[src/rtl/alu_muldiv.sv]
// alu_muldiv: radix-2 iterative RV32M/RV64M multiply/divide unit with valid/ready handshakes.
// Operands are reduced to magnitudes at accept; the sign is applied in one extra cycle after the last step.
module alu_muldiv #(
    parameter int XLEN = 32,
    localparam int CNT_W = $clog2(XLEN + 1)
) (
    input  logic            clk,
    input  logic            reset,
    input  logic            in_valid,
    output logic            in_ready,
    input  logic [2:0]      op,
    input  logic [XLEN-1:0] in1,
    input  logic [XLEN-1:0] in2,
    output logic            out_valid,
    input  logic            out_ready,
    output logic [XLEN-1:0] result,
    output logic            negative,
    output logic            zero,
    output logic            busy
);
    typedef enum logic [1:0] {IDLE, CALC, DONE} state_t;
    state_t state;
    logic [2:0] op_r;
    logic neg_r, spec_r;
    logic [CNT_W-1:0] cnt;
    logic [XLEN-1:0] opnd;
    logic [2*XLEN-1:0] prod;
    logic s1, s2, neg1, neg2, div0, ovf;
    logic [XLEN-1:0] a1, a2, spec_val, v, fin;
    logic [XLEN:0] sum, r, diff;
    logic [2*XLEN-1:0] step, p;
    assign s1 = (op == 3'b001) || (op == 3'b010) || (op == 3'b100) || (op == 3'b110);
    assign s2 = (op == 3'b001) || (op == 3'b100) || (op == 3'b110);
    assign neg1 = s1 && in1[XLEN-1];
    assign neg2 = s2 && in2[XLEN-1];
    assign a1 = neg1 ? -in1 : in1;
    assign a2 = neg2 ? -in2 : in2;
    assign div0 = op[2] && (in2 == '0);
    assign ovf = op[2] && !op[0] && (in1 == {1'b1, {(XLEN-1){1'b0}}}) && (in2 == '1);
    assign spec_val = div0 ? (op[1] ? in1 : '1) : (op[1] ? '0 : in1);
    // prod holds {high/remainder, low/quotient}; mul shifts right, div shifts left
    assign sum = {1'b0, prod[2*XLEN-1:XLEN]} + (prod[0] ? {1'b0, opnd} : '0);
    assign r = prod[2*XLEN-1:XLEN-1];
    assign diff = r - {1'b0, opnd};
    assign step = op_r[2] ? {diff[XLEN] ? r[XLEN-1:0] : diff[XLEN-1:0], prod[XLEN-2:0], ~diff[XLEN]}
                          : {sum, prod[XLEN-1:1]};
    assign p = neg_r ? -prod : prod;
    assign v = op_r[1] ? prod[2*XLEN-1:XLEN] : prod[XLEN-1:0];
    assign fin = spec_r ? prod[XLEN-1:0] :
                 op_r[2] ? (neg_r ? -v : v) :
                 (op_r[1:0] == 2'b00) ? p[XLEN-1:0] : p[2*XLEN-1:XLEN];
    assign negative = result[XLEN-1];
    assign zero = result == '0;
    assign busy = state != IDLE;
    always_ff @(posedge clk) begin
        if (reset) begin
            state <= IDLE;
            in_ready <= 1'b1;
            out_valid <= 1'b0;
            result <= '0;
            cnt <= '0;
            op_r <= '0;
            neg_r <= 1'b0;
            spec_r <= 1'b0;
            opnd <= '0;
            prod <= '0;
        end else begin
            case (state)
                IDLE: if (in_valid) begin
                    state <= CALC;
                    in_ready <= 1'b0;
                    op_r <= op;
                    neg_r <= (op[2] && op[1]) ? neg1 : neg1 ^ neg2;
                    spec_r <= div0 || ovf;
                    cnt <= (div0 || ovf) ? '0 : CNT_W'(XLEN);
                    opnd <= op[2] ? a2 : a1;
                    prod <= {{XLEN{1'b0}}, (div0 || ovf) ? spec_val : (op[2] ? a1 : a2)};
                end
                CALC: if (cnt != '0) begin
                    prod <= step;
                    cnt <= cnt - 1'b1;
                end else begin
                    result <= fin;
                    out_valid <= 1'b1;
                    state <= DONE;
                end
                DONE: if (out_ready) begin
                    state <= IDLE;
                    out_valid <= 1'b0;
                    in_ready <= 1'b1;
                end
                default: state <= IDLE;
            endcase
        end
    end
endmodule
[config.mk]
export PLATFORM = sky130hd
export DESIGN_NAME = alu_muldiv
export DESIGN_NICKNAME = d
export VERILOG_FILES = /design/src/rtl/alu_muldiv.sv
export SDC_FILE = /design/constraint.sdc
export NUM_CORES = 1
export LEC_CHECK = 0
export BUFFER_PORTS_ARGS = -buffer_cell sky130_fd_sc_hd__buf_2
export CORE_UTILIZATION = 50
export DETAILED_ROUTE_END_ITERATION = 7
export PLACE_DENSITY = 0.64
export SLEW_MARGIN = 20
export SYNTH_ARGS = -nofsm -noshare
export SYNTH_HDL_FRONTEND = slang
export SYNTH_SLANG_ARGS = --single-unit
[constraint.sdc]
create_clock -name clk -period 6.6 [get_ports clk]
set_input_delay 0.99 -clock clk [delete_from_list [all_inputs] [get_ports clk]]
set_output_delay 0.99 -clock clk [all_outputs]
set_load 0.01 [all_outputs]
==> impl_metrics.ini <==
[status]
status = finished clean

[floorplan]
rows = 65
chipWidth_um = 180.8
die_h_um = 180.8
start_util_pct = 50.81
core_sq_um = 31470
ios = 108
die-area_sq_um = 32700

[logic_synthesis]
synth_area_leaders = dfxtp_1 18%, a21oi_1 6.4%, xnor2_1 5.9%, nand2_1 5.9%, o21ai_0 5.6%
synth_top_area_share_pct = 17.90
netlist_area_sq_um = 15990
synth_most_common_cell = nand2_1
yosysWarnings = 0
ys.flop_type = dfxtp_1
synthArstFlopShare_pct = 0
synthTopCellsByCount = 250 x nand2_1, 215 x nor2_1, 203 x a21oi_1, 178 x o21ai_0, 163 x clkbuf_1
seq_area_frac_synth_pct = 17.90
syn_nets = 2464
synth_seq_cells = 143
ys_types = 80
syn_inst = 2320
yosysTopAreaCell = dfxtp_1
synth_edf_count = 0
postSynthAreaPerCell_sq_um = 6.892

[placement]
numPortBuffers = 107
place.gp.congestion = 1.006
hpwl_um = 46550

[timing]
hold_ws_ns = 0.4510
setup-tns-final_ns = 0
max_slew_margin_pct = 24.12
worst_pin_slew_ns = 1.134
finalSetupViolCount = 0
period_minus_slack_ns = 4.491
rsz0062_at_grt = no
final_hold_viol_count = 0
fin_worst_skew_ns = 0.01973
finalCritPeriodShare_pct = 68.04
max_freq_mhz = 222.7
drv_slew = 0

[setup_path]
arrival_ns = 4.87
r2r-start = prod[0]$_SDFFE_PP0P_
path_cells = inv_1 > buf_4 > ha_1 > nor3b_1 > and4bb_2 > nand4_1 > or4_4 > or4_4 > a21o_1 > a2111oi_1 > a31oi_1 > a22o_1
cp_max_fo = 17
slowest_stage = or4_4
cp.required_ns = 6.98
slowest_delay_ns = 0.60
path_buf_inv = 2
crit_family = simple AND/OR/NAND/NOR gates
startpoint = prod[0]$_SDFFE_PP0P_
cp-start-kind = flip-flop
path_common_cell = or4_4
crit_path_end_kind = flip-flop
worstSetupPathType = flip-flop to flip-flop

[layout]
post-route-util_pct = 54.39
area_growth_pct = 7.066
nNetsFinal = 2431
diodes = 0
drive_above_1_share_pct = 9.304

[routing]
wirelength_um = 61560
vias_per_cell = 6.542
wl_per_cell_um = 22.78
drc = 0
num_vias = 17680
drtIter0Drc = 1815
drt_pass1_iterations = 6
antenna_left = 0

[clock_tree]
post_cts_resized = 0
cts_sinks = 143
cts_buffer_depth = 2
cts_tree = yes
cts_buffers = 17
h-tree-depth = 4
cts-root-buf = clkbuf_16
clkLatencyLatePin_ns = 0.48
clkSlewWorstSetupHoldPaths_ns = 0.08
postCtsSetupRepairBufs = 0
cts_hold_buf = 0

[global_route]
antenna_found_initial = 0
grt_pass1_vias = 16010
grt_first_pass_wirelength_um = 94610
grt_overflow = 0
grt_usage_pct = 37.09
grt_max_degree = 97

[hold_path]
min-delay-start = opnd[19]$_SDFFE_PP0P_
hold_class = flip-flop to flip-flop

[power_and_ir_drop]
p_leak_nw = 6.561
vdd_drop_max_v = 0.0002210
power.density_nw_per_um2 = 288.2

[job]
cap_violations = 0
stage by stage:
step	instance area, sq um	cells	total power, mW	setup slack (ns)
floorplan	15990	2320	3.089	2.269
global placement	16540	2670	3.834	2.296
detailed placement	16540	2670	3.864	2.195
CTS	17120	2702	4.875	2.215
global route	17120	2702	5.235	1.856
finish	17120	2702	4.934	2.109
tightest hold or removal path, delay by kind of cell, from the launching register on:
kind	cells	cell delay, ns
DFF	1	0.31
and+or+nand+nor	1	0.05
AOI/OAI and AO/OA	1	0.05
sequential cells by signal, indices dropped and copies added (netlist names):
signal     count
result        32
opnd          32
state          2
prod          64
op_r           3
spec_r         1
cnt            6
in_ready       1
neg_r          1
out_valid      1
kinds of logic (layout without fill, tap and decap cells):
kind of cell	after synthesis	in the layout	share of synthesized area [%]
and+or+nand+nor	824	824	24.59
AOI/OAI and AO/OA	744	744	29.59
buffers and inverters	261	241	6.275
xor gates and xnor gates	186	186	10.19
DFF	143	143	17.90
muxes	89	89	5.642
adders and majority gates	73	73	5.806
power by group:
| group | total, mW | switching, mW | internal, mW |
|---|---|---|---|
| clock | 1.02 | 0.446 | 0.570 |
| combinational | 2.58 | 1.59 | 0.980 |
| sequential | 1.34 | 0.320 | 1.02 |
routing by layer:
layer  track usage [%]  up-vias  part of all wire [%]
met1             50.77     8215                    44
met5                 0        -                     0
met4             19.04        0                   4.9
met2             54.93      928                    42
li1                  -     8375                     -
met3             7.257      158                   9.7
final timing paths:
kind,endpoint,slack [ns],depth (start not counted)
worst min register to register,opnd[19]$_SDFFE_PP0P_,0.45,2
worst min-delay path,opnd[19]$_SDFFE_PP0P_,0.45,2
worst max-delay path,result[30]$_SDFFE_PP0P_,2.11,12
worst max register to register,result[30]$_SDFFE_PP0P_,2.11,12
cell usage in the layout (no fill, tap or decap), drive strengths merged, types with 9 or more instances in the layout:
cell | netlist | routed
nand2 | 250 | 250
nor2 | 215 | 215
a21oi | 203 | 203
o21ai | 190 | 190
dfxtp | 143 | 143
buf | 24 | 135
xnor2 | 108 | 108
nor3 | 83 | 83
mux2i | 80 | 80
xor2 | 78 | 78
inv | 73 | 76
ha | 71 | 71
a211oi | 53 | 53
or3 | 53 | 53
nand3 | 49 | 49
o211ai | 49 | 49
o31ai | 45 | 45
a31oi | 29 | 29
nand2b | 28 | 28
a21o | 26 | 26
nor4 | 24 | 24
nand4 | 23 | 23
clkbuf | 163 | 20
or4 | 19 | 19
and2 | 17 | 17
or2 | 17 | 17
o41ai | 14 | 14
a22oi | 14 | 14
and3 | 13 | 13
o21a | 12 | 12
a311oi | 12 | 12
o21bai | 10 | 10
nor3b | 9 | 9
mux2 | 9 | 9
nor2b | 9 | 9
layout make-up:
class | instances | area [sq um]
inverters | 74 | 277.8
flip-flops and latches | 143 | 2869
repair buffers | 135 | 748.2
multi-input cells | 1916 | 12140
clock buffers | 20 | 446.7
clock inverters | 12 | 136.4
fillers | 3143 | 14350
well taps | 402 | 503.0
Note: power is estimated with default switching activity, not from simulation.
